File: src/rtl/pcecd_pkg.sv
// Shared opcode, request-kind, status and sense constants for the PC Engine CD command path.
package pcecd_pkg;

  localparam int unsigned MAX_CDB_LEN_DEF = 12;
  localparam int unsigned VENDOR_LEN_DEF  = 10;

  localparam logic [7:0] OP_TUR          = 8'h00;
  localparam logic [7:0] OP_REQ_SENSE    = 8'h03;
  localparam logic [7:0] OP_READ6        = 8'h08;
  localparam logic [7:0] OP_AUDIO_SEARCH = 8'hD8;
  localparam logic [7:0] OP_AUDIO_PLAY   = 8'hD9;
  localparam logic [7:0] OP_AUDIO_PAUSE  = 8'hDA;
  localparam logic [7:0] OP_READ_SUBQ    = 8'hDD;
  localparam logic [7:0] OP_READ_TOC     = 8'hDE;

  localparam logic [2:0] KIND_STATUS_ONLY  = 3'd0;
  localparam logic [2:0] KIND_READ_SECTORS = 3'd1;
  localparam logic [2:0] KIND_SENSE_DATA   = 3'd2;
  localparam logic [2:0] KIND_AUDIO_CTRL   = 3'd3;
  localparam logic [2:0] KIND_VENDOR_DATA  = 3'd4;

  localparam logic [7:0] STATUS_GOOD  = 8'h00;
  localparam logic [7:0] STATUS_CHECK = 8'h02;

  localparam logic [3:0] SENSE_NONE        = 4'd0;
  localparam logic [3:0] SENSE_ILLEGAL_REQ = 4'd5;

  localparam logic [8:0] XFER_SECTORS_256 = 9'd256;
  localparam logic [8:0] XFER_SUBQ        = 9'd10;
  localparam logic [8:0] XFER_TOC         = 9'd4;

  typedef enum logic [1:0] {
    ST_IDLE    = 2'd0,
    ST_COLLECT = 2'd1,
    ST_DECODE  = 2'd2,
    ST_ISSUE   = 2'd3
  } state_t;

  // Decoded transfer request handed to the drive/data stages.
  typedef struct packed {
    logic [2:0]  kind;
    logic [7:0]  opcode;
    logic [20:0] lba;
    logic [8:0]  xfer_len;
    logic [7:0]  status;
  } req_t;

endpackage

File: src/rtl/pcecd_cdb_len.sv
// Combinational CDB length lookup from the opcode group (opcode[7:5]).
module pcecd_cdb_len
  import pcecd_pkg::*;
#(
  parameter int unsigned MAX_CDB_LEN = MAX_CDB_LEN_DEF,
  parameter int unsigned VENDOR_LEN  = VENDOR_LEN_DEF,
  parameter int unsigned CNT_W       = $clog2(MAX_CDB_LEN + 1)
) (
  input  logic [2:0]       group_i,
  output logic [CNT_W-1:0] len_o
);

  // Unsupported groups take a single byte so the command is rejected right away.
  always_comb begin
    len_o = CNT_W'(1);
    case (group_i)
      3'd0:       len_o = CNT_W'(6);
      3'd1, 3'd2: len_o = CNT_W'(10);
      3'd5:       len_o = CNT_W'(12);
      3'd6:       len_o = CNT_W'(VENDOR_LEN);
      default:    len_o = CNT_W'(1);
    endcase
  end

endmodule

File: src/rtl/pcecd_cmd_decoder.sv
// Collects a CDB during COMMAND phase, decodes it into one transfer request and tracks sense.
module pcecd_cmd_decoder
  import pcecd_pkg::*;
#(
  parameter int unsigned MAX_CDB_LEN = MAX_CDB_LEN_DEF,
  parameter int unsigned VENDOR_LEN  = VENDOR_LEN_DEF
) (
  input  logic        i_clk,
  input  logic        i_rst_n,
  input  logic        i_cmd_phase,
  input  logic        i_byte_valid,
  input  logic [7:0]  i_byte,
  output logic        o_cdb_done,
  output logic        o_req_valid,
  input  logic        i_req_ack,
  output logic [2:0]  o_req_kind,
  output logic [7:0]  o_opcode,
  output logic [20:0] o_lba,
  output logic [8:0]  o_xfer_len,
  output logic [7:0]  o_status,
  output logic [3:0]  o_sense_key,
  output logic        o_overrun
);

  localparam int unsigned CNT_W = $clog2(MAX_CDB_LEN + 1);

  state_t           state_q, state_d;
  logic [CNT_W-1:0] count_q, count_d;
  logic [CNT_W-1:0] len_q, len_d;
  logic [CNT_W-1:0] grp_len_c;
  logic [7:0]       cdb_q [MAX_CDB_LEN];
  logic             buf_we_c;
  logic [CNT_W-1:0] buf_idx_c;
  req_t             req_q, req_d;
  logic             req_valid_q, req_valid_d;
  logic             cdb_done_q, cdb_done_d;
  logic [3:0]       sense_q, sense_d;
  logic             overrun_q, overrun_d;
  logic             unused_cdb_c;

  pcecd_cdb_len #(
    .MAX_CDB_LEN (MAX_CDB_LEN),
    .VENDOR_LEN  (VENDOR_LEN),
    .CNT_W       (CNT_W)
  ) u_cdb_len (
    .group_i (i_byte[7:5]),
    .len_o   (grp_len_c)
  );

  always_ff @(posedge i_clk) begin
    if (!i_rst_n) begin
      state_q     <= ST_IDLE;
      count_q     <= '0;
      len_q       <= '0;
      req_q       <= '0;
      req_valid_q <= 1'b0;
      cdb_done_q  <= 1'b0;
      sense_q     <= SENSE_NONE;
      overrun_q   <= 1'b0;
      for (int unsigned i = 0; i < MAX_CDB_LEN; i++) begin
        cdb_q[CNT_W'(i)] <= '0;
      end
    end else begin
      state_q     <= state_d;
      count_q     <= count_d;
      len_q       <= len_d;
      req_q       <= req_d;
      req_valid_q <= req_valid_d;
      cdb_done_q  <= cdb_done_d;
      sense_q     <= sense_d;
      overrun_q   <= overrun_d;
      if (buf_we_c) begin
        cdb_q[buf_idx_c] <= i_byte;
      end
    end
  end

  always_comb begin
    state_d     = state_q;
    count_d     = count_q;
    len_d       = len_q;
    req_d       = req_q;
    req_valid_d = req_valid_q;
    cdb_done_d  = 1'b0;
    sense_d     = sense_q;
    overrun_d   = overrun_q;
    buf_we_c    = 1'b0;
    buf_idx_c   = count_q;

    case (state_q)
      ST_IDLE: begin
        if (i_byte_valid && i_cmd_phase) begin
          buf_we_c   = 1'b1;
          buf_idx_c  = '0;
          len_d      = grp_len_c;
          count_d    = CNT_W'(1);
          cdb_done_d = (grp_len_c == CNT_W'(1));
          state_d    = ST_COLLECT;
        end else if (i_byte_valid) begin
          overrun_d = 1'b1;
        end
      end

      ST_COLLECT: begin
        if (!i_cmd_phase) begin
          // Host left COMMAND phase early: drop the partial CDB silently.
          count_d   = '0;
          state_d   = ST_IDLE;
          overrun_d = overrun_q | i_byte_valid;
        end else if (count_q >= len_q) begin
          // Single-byte CDB already complete on entry.
          state_d   = ST_DECODE;
          overrun_d = overrun_q | i_byte_valid;
        end else if (i_byte_valid) begin
          buf_we_c = 1'b1;
          count_d  = count_q + CNT_W'(1);
          if (count_d == len_q) begin
            cdb_done_d = 1'b1;
            state_d    = ST_DECODE;
          end
        end
      end

      ST_DECODE: begin
        req_d        = '0;
        req_d.opcode = cdb_q[0];
        req_d.status = STATUS_GOOD;
        req_d.kind   = KIND_STATUS_ONLY;
        case (cdb_q[0])
          OP_TUR: req_d.kind = KIND_STATUS_ONLY;
          OP_READ6: begin
            req_d.kind     = KIND_READ_SECTORS;
            req_d.lba      = {cdb_q[1][4:0], cdb_q[2], cdb_q[3]};
            req_d.xfer_len = (cdb_q[4] == 8'h00) ? XFER_SECTORS_256 : {1'b0, cdb_q[4]};
          end
          OP_REQ_SENSE: begin
            req_d.kind     = KIND_SENSE_DATA;
            req_d.xfer_len = {1'b0, cdb_q[4]};
          end
          OP_AUDIO_SEARCH, OP_AUDIO_PLAY, OP_AUDIO_PAUSE: req_d.kind = KIND_AUDIO_CTRL;
          OP_READ_SUBQ: begin
            req_d.kind     = KIND_VENDOR_DATA;
            req_d.xfer_len = XFER_SUBQ;
          end
          OP_READ_TOC: begin
            req_d.kind     = KIND_VENDOR_DATA;
            req_d.xfer_len = XFER_TOC;
          end
          default: begin
            req_d.status = STATUS_CHECK;
            sense_d      = SENSE_ILLEGAL_REQ;
          end
        endcase
        req_valid_d = 1'b1;
        count_d     = '0;
        state_d     = ST_ISSUE;
        overrun_d   = overrun_q | i_byte_valid;
      end

      ST_ISSUE: begin
        overrun_d = overrun_q | i_byte_valid;
        if (i_req_ack) begin
          req_valid_d = 1'b0;
          state_d     = ST_IDLE;
          if (req_q.kind == KIND_SENSE_DATA) begin
            sense_d = SENSE_NONE;
          end
        end
      end

      default: state_d = ST_IDLE;
    endcase
  end

  // Trailing CDB bytes are buffered but not interpreted by any supported command.
  always_comb begin
    unused_cdb_c = 1'b0;
    for (int unsigned i = 0; i < MAX_CDB_LEN; i++) begin
      unused_cdb_c = unused_cdb_c ^ (^cdb_q[CNT_W'(i)]);
    end
  end

  assign o_cdb_done  = cdb_done_q;
  assign o_req_valid = req_valid_q;
  assign o_req_kind  = req_q.kind;
  assign o_opcode    = req_q.opcode;
  assign o_lba       = req_q.lba;
  assign o_xfer_len  = req_q.xfer_len;
  assign o_status    = req_q.status;
  assign o_sense_key = sense_q;
  assign o_overrun   = overrun_q;

endmodule

File: config.mk
export PLATFORM = sky130hd
export DESIGN_NAME = pcecd_cmd_decoder
export DESIGN_NICKNAME = d
export VERILOG_FILES = /design/src/rtl/pcecd_pkg.sv /design/src/rtl/pcecd_cdb_len.sv /design/src/rtl/pcecd_cmd_decoder.sv
export SDC_FILE = /design/constraint.sdc
export NUM_CORES = 1
export LEC_CHECK = 0
export CAP_MARGIN = 30
export CORE_MARGIN = 5
export CORE_UTILIZATION = 53
export DETAILED_ROUTE_END_ITERATION = 6
export GPL_ROUTABILITY_DRIVEN = 1
export PLACE_DENSITY = 0.79
export SLEW_MARGIN = 20
export SYNTH_ARGS = -nofsm -noshare
export SYNTH_HDL_FRONTEND = slang
export SYNTH_SLANG_ARGS = --single-unit
File: constraint.sdc
create_clock -name i_clk -period 3.35 [get_ports i_clk]
set_input_delay 0.67 -clock i_clk [delete_from_list [all_inputs] [get_ports i_clk]]
set_output_delay 0.67 -clock i_clk [all_outputs]
set_load 0.01 [all_outputs]
==> impl_metrics.tcl, run 1 <==
set metrics [dict create \
    run_status "complete, no violations" \
    synth_simple_gate_area_share_pct 22.5 \
    grt_setup_unrepaired "false" \
    synth.yosys.warnings 0 \
    postRouteAntennaNets 0 \
    synth_seq_area_share_pct 51.8 \
    first_pass_iters 4 \
    post_synth_xor_area_fraction_pct 1.77 \
    num_vias 3325 \
    synth_seq_cells 93 \
    clock_skew_ns 0.0102 \
    gr-usage-all-layers_pct 19.4 \
    routedWlPerCell_um 16.0 \
    final_layout_size_suffix_gt1_share_pct 9.92 \
    final_critical_path_setup_slack_ns 0.737 \
    critPathMaxFanout 8 \
    cts_root_buf "sky130_fd_sc_hd__clkbuf_8" \
    final.setup.tns_ns 0 \
    drc_errors 0 \
    syn_area_per_cell_um2 10.0 \
    drt_iter0_markers 174 \
    post_cts_hold_buffer_count 0 \
    grt_first_pass_wirelength_um 15600 \
    deepest_level_of_the_cts_h_tree 3 \
    clock_insertion_delay_worst_skew_ns 0.36 \
    floorplan.initialDensity_pct 55.2 \
    cts.repair.resized 0 \
    synth_area_in_adders_pct 2.61 \
    slew_headroom_pct 48.9 \
    ys.flop_type "sky130_fd_sc_hd__dfxtp_1" \
    timing.critical_path.required_ns 3.38 \
    synth_area_mm2 0.00431 \
    critical_path.n_buffers_inverters 1 \
    wirelength_um 9530 \
    postCtsSetupBuffers 0 \
    height_of_the_die_um 100 \
    fmaxAchievable_mhz 383 \
    worst-endpoint-arrival_ns 2.64 \
    number_of_antenna_violations_at_the_first_check_in_global_routing 0 \
    vias_in_the_first_global_route 3250 \
    die_w_um 100 \
    synthCells 430 \
    maxCapViolations 0 \
    worst_hold_path_type "reg -> reg" \
    utilization_pct 66.3 \
    worst_slew_pin_slew_ns 0.763 \
    post_layout_power_mw 2.41 \
    post_synth_mux_area_share_pct 3.72 \
    synth_cell_types 60 \
    timing.final.max_slew_violations 0 \
    standard_cell_rows 32 \
    grt.overflow.total 0 \
    finalHoldViolations 0 \
    count_of_flip_flops_with_a_built_in_enable_after_synthesis 37 \
    setup_viol 0 \
    layout_worst_path_cycle_share_pct 78.0 \
    timing.critical_path.slowest_stage_cell "sky130_fd_sc_hd__clkdlybuf4s50_1" \
    most_common_cell_after_layout_fill_and_taps_aside "sky130_fd_sc_hd__clkdlybuf4s50_1" \
    design.core.area_mm2 0.00781 \
    pre_cts_setup_slack_ns 0.376 \
    max-vdd-ir-drop_mv 0.254 \
    ant_cells 0 \
    hpwlAfterDp_um 6810 \
    critical_path.top_delay_family "simple AND/OR/NAND/NOR gates" \
    clock_tree.buffer_depth 2 \
    tritoncts "yes" \
    finalNetCount 511 \
    async_flop_share_pct 0 \
    power.static_leakage_nw 1.86 \
    path_clk_slew_ns 0.09 \
    critPathMaxStageDelay_ns 0.56 \
    pin_count 69 \
    endpoint_class_of_the_critical_path "register" \
    critPathKind "in -> reg" \
    place.gp.congestion 0.870 \
    maximum_number_of_pins_on_one_net_before_global_route_repair 34 \
    most-common-layout-cells "sky130_fd_sc_hd__clkdlybuf4s50_1 (59), sky130_fd_sc_hd__dfxtp_1 (56), sky130_fd_sc_hd__nand2_1 (42)" \
    synth_top_family_by_area "simple AND/OR/NAND/NOR gates" \
    syn_to_final_growth_pct 20.2 \
    start_kind "input pin" \
    post_drt_via_cell_ratio 5.58 \
    cts_buffers 9 \
    cp_cell_sequence "clkdlybuf4s50_1, nand2_1, nor3b_1, o211ai_1, nor3_1, nand2b_1" \
    clock-sinks 93 \
    die_area_mm2 0.0100 \
    power_density_mw_per_mm2 465 \
    port-buffer-count 59 \
    synth_compound_gate_area_share_pct 11.2 \
    fin_crit_period_ns 2.61 \
]
==> synthesized netlist by cell type, drive strengths merged (3+ instances only) <==
| library cell | count | area share (%) |
|---|---|---|
| a211oi | 4 | 0.70 |
| a21oi | 34 | 3.9 |
| and2 | 21 | 3.0 |
| and3 | 10 | 1.5 |
| buf | 19 | 3.3 |
| clkbuf | 14 | 1.5 |
| dfxtp | 56 | 26 |
| edfxtp | 37 | 26 |
| ha | 9 | 2.6 |
| inv | 16 | 1.4 |
| mux2i | 16 | 3.7 |
| nand2 | 42 | 3.7 |
| nand2b | 9 | 1.3 |
| nand3 | 28 | 3.5 |
| nand4 | 4 | 0.58 |
| nor2 | 27 | 2.4 |
| nor3 | 9 | 1.3 |
| nor4 | 10 | 2.1 |
| o21ai | 15 | 1.7 |
| o41ai | 3 | 0.78 |
| or2 | 4 | 0.64 |
| or3 | 3 | 0.55 |
| xnor2 | 3 | 0.61 |
| xor2 | 3 | 0.61 |
==> cell type report <==
cell class	instances	area, um^2
multi-input cells	295	1840
fillers	632	2630
clock buffers	9	124
repair buffers	73	696
inverters	17	63.8
clock inverters	7	97.6
well taps	102	128
flip-flops and latches	93	2230
==> worst min-delay path, delay by kind of cell, from the launching register on <==
family	cells	cell delay, ns
and+or+nand+nor	1	0.06
AOI/OAI and AO/OA	1	0.05
DFF	1	0.32
==> routing by layer <==
metal  routed length [um]  up-vias  GRT usage (%)
li1                     -     1630              -
met1                 4100     1584           24.8
met2                 4870       96           33.3
met3                  432       15           3.75
met4                  127        0           5.70
met5                    0        -              0
==> final timing paths <==
path | endpoint | depth (start not counted) | slack (ns) | startpoint
worst min register to register | o_lba[18] | 2 | 0.47 | o_lba[18]
worst max-delay path | cdb_q[3][4] | 6 | 0.74 | i_byte_valid
worst min-delay path | o_lba[18] | 2 | 0.47 | o_lba[18]
worst max register to register | cdb_q[3][4] | 7 | 0.82 | count_q[0]
==> per-stage QoR <==
step	instances	hold WS [ns]	instance area, um^2
floorplan	438	0.439	4340
global placement	580	0.447	4960
detailed placement	580	0.453	4960
CTS	596	0.467	5180
global route	596	0.489	5180
finish	596	0.467	5180
==> flip-flops by register name, summed over array words and instances, names as in the netlist, 3 cells and up, named ones only <==
name,flops
cdb_q,37
len_q,4
o_opcode,8
o_xfer_len,9
o_lba,21
o_req_kind,3
count_q,4
==> where the power goes <==
group	internal [mW]	switching [mW]
Clock	0.424	0.407
Combinational	0.129	0.194
Sequential	1.22	0.0377
==> kinds of logic after synthesis <==
logic type,after synthesis
simple gates,177
flops,93
compound gates,77
buf+inv,50
mux,16
fa+ha+maj,9
xor+xnor,7
other cells,1
(Power assumes the default switching activity.)
==> run 2, diff against run 1 <==
--- a/config.mk
+++ b/config.mk
@@ -7,10 +7,10 @@
 export LEC_CHECK = 0
 export CAP_MARGIN = 30
 export CORE_MARGIN = 5
-export CORE_UTILIZATION = 53
+export CORE_UTILIZATION = 48
 export DETAILED_ROUTE_END_ITERATION = 6
 export GPL_ROUTABILITY_DRIVEN = 1
-export PLACE_DENSITY = 0.79
+export PLACE_DENSITY = 0.76
 export SLEW_MARGIN = 20
 export SYNTH_ARGS = -nofsm -noshare
 export SYNTH_HDL_FRONTEND = slang
==> constraint.sdc (replaced) <==
create_clock -name i_clk -period 2.2 [get_ports i_clk]
set_input_delay 0.44 -clock i_clk [delete_from_list [all_inputs] [get_ports i_clk]]
set_output_delay 0.44 -clock i_clk [all_outputs]
set_load 0.01 [all_outputs]
==> impl_metrics.tcl, run 2 (synthesized netlist as in run 1, its figures left out) <==
set metrics [dict create \
    post_drt_via_cell_ratio 5.53 \
    number_of_antenna_violations_at_the_first_check_in_global_routing 0 \
    fmaxAchievable_mhz 467 \
    met3_global_route_usage_pct 4.07 \
    postRouteAntennaNets 0 \
    routedWlPerCell_um 16.4 \
    grt_setup_unrepaired "false" \
    wirelength_um 10200 \
    timing.critical_path.required_ns 2.27 \
    first_pass_iters 4 \
    floorplan.initialDensity_pct 49.4 \
    worst_hold_path_type "reg -> reg" \
    critPathMaxFanout 8 \
    clock_skew_ns 0.00838 \
    height_of_the_die_um 105 \
    top_usage_layer "met2" \
    grt.overflow.total 0 \
    die_area_mm2 0.0110 \
    clock_insertion_delay_worst_skew_ns 0.36 \
    setup_viol 0 \
    fin_crit_period_ns 2.14 \
    die_w_um 105 \
    syn_to_final_growth_pct 26.4 \
    finalHoldViolations 0 \
    power.static_leakage_nw 1.99 \
    max_reg_flops 37 \
    tritoncts "yes" \
    cts_buffers 9 \
    timing.final.max_slew_violations 0 \
    final_layout_size_suffix_gt1_share_pct 17.1 \
    start_kind "register" \
    met2_usage_pct 33.0 \
    fillCellCount 700 \
    critPathKind "reg -> reg" \
    maxCapViolations 0 \
    most-common-layout-cells "sky130_fd_sc_hd__clkdlybuf4s50_1 (59), sky130_fd_sc_hd__dfxtp_1 (52), sky130_fd_sc_hd__nand2_1 (42)" \
    endpoint_class_of_the_critical_path "register" \
    post_cts_hold_buffer_count 0 \
    drc_errors 0 \
    run_status "complete, no violations" \
    worstRegToRegCells 8 \
    place.gp.congestion 0.911 \
    design.core.area_mm2 0.00872 \
    utilization_pct 62.5 \
    cts_root_buf "sky130_fd_sc_hd__clkbuf_8" \
    hpwlAfterDp_um 7520 \
    drt_iter0_markers 160 \
    port-buffer-count 59 \
    regMostFlops "cdb_q" \
    layout_worst_path_cycle_share_pct 97.3 \
    hold_worst_slack_ns 0.464 \
    pin_count 69 \
    seqCellArea_mm2 0.00224 \
    worst-endpoint-arrival_ns 2.21 \
    standard_cell_rows 34 \
    multi_input_comb_area_mm2 0.00192 \
    num_vias 3449 \
    gr-usage-all-layers_pct 19.0 \
    power_density_mw_per_mm2 669 \
    worst_slew_pin_slew_ns 0.527 \
    maximum_number_of_pins_on_one_net_before_global_route_repair 41 \
    path_clk_slew_ns 0.09 \
    max-vdd-ir-drop_mv 0.365 \
    ant_cells 0 \
    deepest_level_of_the_cts_h_tree 3 \
    clock_tree.buffer_depth 2 \
    grt_first_pass_wirelength_um 17000 \
    use_met1_pct 23.4 \
    finalNetCount 533 \
    final_instance_area_mm2 0.00545 \
    most_common_cell_after_layout_fill_and_taps_aside "sky130_fd_sc_hd__clkdlybuf4s50_1" \
    clock-sinks 93 \
    slew_headroom_pct 64.5 \
    vias_in_the_first_global_route 3430 \
    placed_cell_area_mm2 0.00522 \
    timing.hold.worst_path_depth 2 \
]
-- run 2: cell count changes in the layout (fill, tap and decap cells not counted), sizes merged --
cell    delta
bufinv     -1
clkbuf     +1
buf       +22
-- run 2: per-layer routing --
layer / routed length [um] / up-vias / part of all wire [%]
met5: 0 / - / 0
met4: 145 / 0 / 1.4
met3: 518 / 15 / 5.1
met2: 5230 / 93 / 51
met1: 4320 / 1664 / 42
li1: - / 1677 / -
-- run 2: report_power, final --
group	leakage, nW	switching (mW)	total [mW]	internal [mW]
Clock	0.0988	0.619	1.16	0.538
Combinational	1.05	0.330	0.577	0.247
Sequential	0.838	0.0527	1.91	1.86
-- run 2: worst max-delay path, stage by stage (launching register included) --
cell and delay, ns:
sky130_fd_sc_hd__dfxtp_4 0.36, sky130_fd_sc_hd__inv_4 0.07, sky130_fd_sc_hd__ha_4 0.20, sky130_fd_sc_hd__nand2b_4 0.13, sky130_fd_sc_hd__a21oi_2 0.17, sky130_fd_sc_hd__o211ai_1 0.21
sky130_fd_sc_hd__buf_4 0.21, sky130_fd_sc_hd__nor4_4 0.28, sky130_fd_sc_hd__nand2b_4 0.24
-- run 2: layout make-up --
type,count,area share (%)
multi-input combinational,295,35.3
timing repair buffer,95,16.3
inverter,17,1.22
clock inverter,6,1.31
tap,108,2.48
clock buffer,10,2.34
sequential,93,41.1
-- run 2: what timing repair did --
action                                 in CTS  in global routing
buffers inserted                            0                  0
resized for setup                           0                  7
endpoints found under the hold margin       0                  0
setup endpoints to repair                   0                 28
-- run 2: stage by stage --
step | setup slack [ns] | instances | power [mW] | setup TNS (ns)
after floorplan | 0.00815 | 438 | 2.31 | 0
after global placement | -0.221 | 608 | 2.49 | -8.96
after detailed placement | -0.252 | 608 | 2.51 | -10.94
after CTS | 0.0362 | 624 | 3.66 | 0
after global routing | 0.00154 | 624 | 3.82 | 0
final | 0.0588 | 624 | 3.64 | 0
-- run 2: worst paths after layout --
check	start	to	slack, ns
setup / recovery	count_q[0]	cdb_q[2][7]	0.06
setup reg to reg	count_q[0]	cdb_q[2][7]	0.06
hold / removal	o_xfer_len[8]	o_xfer_len[8]	0.46
hold reg to reg	o_xfer_len[8]	o_xfer_len[8]	0.46
==> run 3, diff against run 2 <==
--- a/config.mk
+++ b/config.mk
@@ -8,9 +8,10 @@
 export CAP_MARGIN = 30
 export CORE_MARGIN = 5
 export CORE_UTILIZATION = 48
+export CTS_CLUSTER_SIZE = 28
 export DETAILED_ROUTE_END_ITERATION = 6
 export GPL_ROUTABILITY_DRIVEN = 1
-export PLACE_DENSITY = 0.76
+export PLACE_DENSITY = 0.75
 export SLEW_MARGIN = 20
 export SYNTH_ARGS = -nofsm -noshare
 export SYNTH_HDL_FRONTEND = slang
==> impl_metrics.tcl, run 3 (synthesized netlist as in run 1, its figures left out) <==
set metrics [dict create \
    worst-endpoint-arrival_ns 2.17 \
    post_drt_via_cell_ratio 5.33 \
    gr-usage-all-layers_pct 18.5 \
    standard_cell_rows 34 \
    slew_headroom_pct 57.9 \
    worst_path_most_repeated_cell "sky130_fd_sc_hd__nand2b_4" \
    worstRegToRegCells 8 \
    regMostFlops "cdb_q" \
    most-common-layout-cells "sky130_fd_sc_hd__clkdlybuf4s50_1 (59), sky130_fd_sc_hd__dfxtp_1 (53), sky130_fd_sc_hd__nand2_1 (42)" \
    final_layout_size_suffix_gt1_share_pct 16.7 \
    timing.critical_path.slowest_stage_cell "sky130_fd_sc_hd__dfxtp_4" \
    num_vias 3320 \
    clock-sinks 93 \
    stdcell_count 623 \
    timing.hold.worst_path_depth 2 \
    syn_to_final_growth_pct 26.3 \
    critical_path.top_delay_family "simple AND/OR/NAND/NOR gates" \
    hpwlAfterDp_um 7260 \
    most_common_cell_after_layout_fill_and_taps_aside "sky130_fd_sc_hd__clkdlybuf4s50_1" \
    height_of_the_die_um 105 \
    timing.final.max_slew_violations 0 \
    power.static_leakage_nw 1.99 \
    path_clk_slew_ns 0.10 \
    clock_skew_ns 0.00634 \
    fin_crit_period_ns 2.10 \
    critical_path_depth 8 \
    first_pass_iters 4 \
    routedWlPerCell_um 15.8 \
    die_area_mm2 0.0110 \
    final.setup.tns_ns 0 \
    vias_in_the_first_global_route 3313 \
    grt_first_pass_wirelength_um 16500 \
    port-buffer-count 59 \
    place.gp.congestion 0.951 \
    tritoncts "yes" \
    multi_input_comb_area_mm2 0.00192 \
    critPathKind "reg -> reg" \
    maximum_number_of_pins_on_one_net_before_global_route_repair 37 \
    fillCellCount 710 \
    design.core.area_mm2 0.00872 \
    cts_root_buf "sky130_fd_sc_hd__clkbuf_8" \
    critical_path.n_buffers_inverters 2 \
    critPathMaxFanout 8 \
    die_w_um 105 \
    setup_viol 0 \
    pin_count 69 \
    seqCellArea_mm2 0.00224 \
    start_kind "register" \
    max_reg_flops 37 \
    max-vdd-ir-drop_mv 0.352 \
    post_layout_power_mw 3.69 \
    postRouteAntennaNets 0 \
    fmaxAchievable_mhz 476 \
    ant_cells 0 \
    clock_insertion_delay_worst_skew_ns 0.36 \
    number_of_antenna_violations_at_the_first_check_in_global_routing 0 \
    maxCapViolations 0 \
    post_cts_hold_buffer_count 0 \
    timing.critical_path.required_ns 2.27 \
    floorplan.initialDensity_pct 49.4 \
    cts_buffers 9 \
    run_status "complete, no violations" \
    power_density_mw_per_mm2 678 \
    deepest_level_of_the_cts_h_tree 3 \
    worst_slew_pin_slew_ns 0.629 \
    finalHoldViolations 0 \
    postCtsSetupBuffers 0 \
    cts.repair.resized 0 \
    finalNetCount 532 \
    numPlacedInstances 607 \
    grt.overflow.total 0 \
    endpoint_class_of_the_critical_path "register" \
    cp_cell_sequence "inv_4, ha_4, nand2b_4, a21oi_2, o211ai_1, buf_4, nor4_4, nand2b_4" \
    wirelength_um 9840 \
    slack_of_the_worst_reg_to_reg_path_ns 0.1 \
    drc_errors 0 \
    critPathMaxStageDelay_ns 0.36 \
    hold_worst_slack_ns 0.469 \
    layout_worst_path_cycle_share_pct 95.5 \
    final_instance_area_mm2 0.00544 \
    drt_iter0_markers 119 \
    worst_hold_path_type "reg -> reg" \
    grt_setup_unrepaired "false" \
    clock_tree.buffer_depth 2 \
    placed_cell_area_mm2 0.00520 \
]
-- run 3: layout make-up --
type / count / share of cell area, %
multi-input cells: 295 / 35.2
flip-flops and latches: 93 / 41.1
inverters: 17 / 1.22
repair buffers: 94 / 15.9
well taps: 108 / 2.48
clock inverters: 5 / 1.22
clock buffers: 11 / 2.78
-- run 3: metal layers --
metal,track usage (%),up-vias,part of all wire [%]
li1,-,1665,-
met1,23.2,1569,43
met2,31.1,71,51
met3,3.76,15,4.8
met4,7.49,0,1.6
met5,0,-,0
-- run 3: worst register-to-register path: cells and delay by family, from the launching register on --
kind	cells	cell delay, ns
AND/OR/NAND/NOR	3	0.63
flip-flops	1	0.36
AO/OA/AOI/OAI	2	0.35
buffers and inverters	2	0.28
adder cells (fa/ha/maj)	1	0.19
-- run 3: final timing paths --
| kind | end | startpoint |
|---|---|---|
| max | cdb_q[2][1] | count_q[0] |
| min | o_lba[11] | o_lba[11] |
| max reg2reg | cdb_q[2][1] | count_q[0] |
| min reg2reg | o_lba[11] | o_lba[11] |
-- run 3: per-stage QoR --
stage	utilization (%)	setup WS, ns
6_report	62.4	0.0985
3_3_place_gp	59.7	-0.237
5_1_grt	62.4	0.000452
4_1_cts	62.2	0.0658
2_1_floorplan	-	0.00815
3_5_place_dp	59.7	-0.290
-- run 3: power by group --
part,leakage (nW),internal [mW],switching [mW]
registers,0.838,1.86,0.0514
clock network,0.108,0.602,0.617
logic,1.05,0.237,0.325
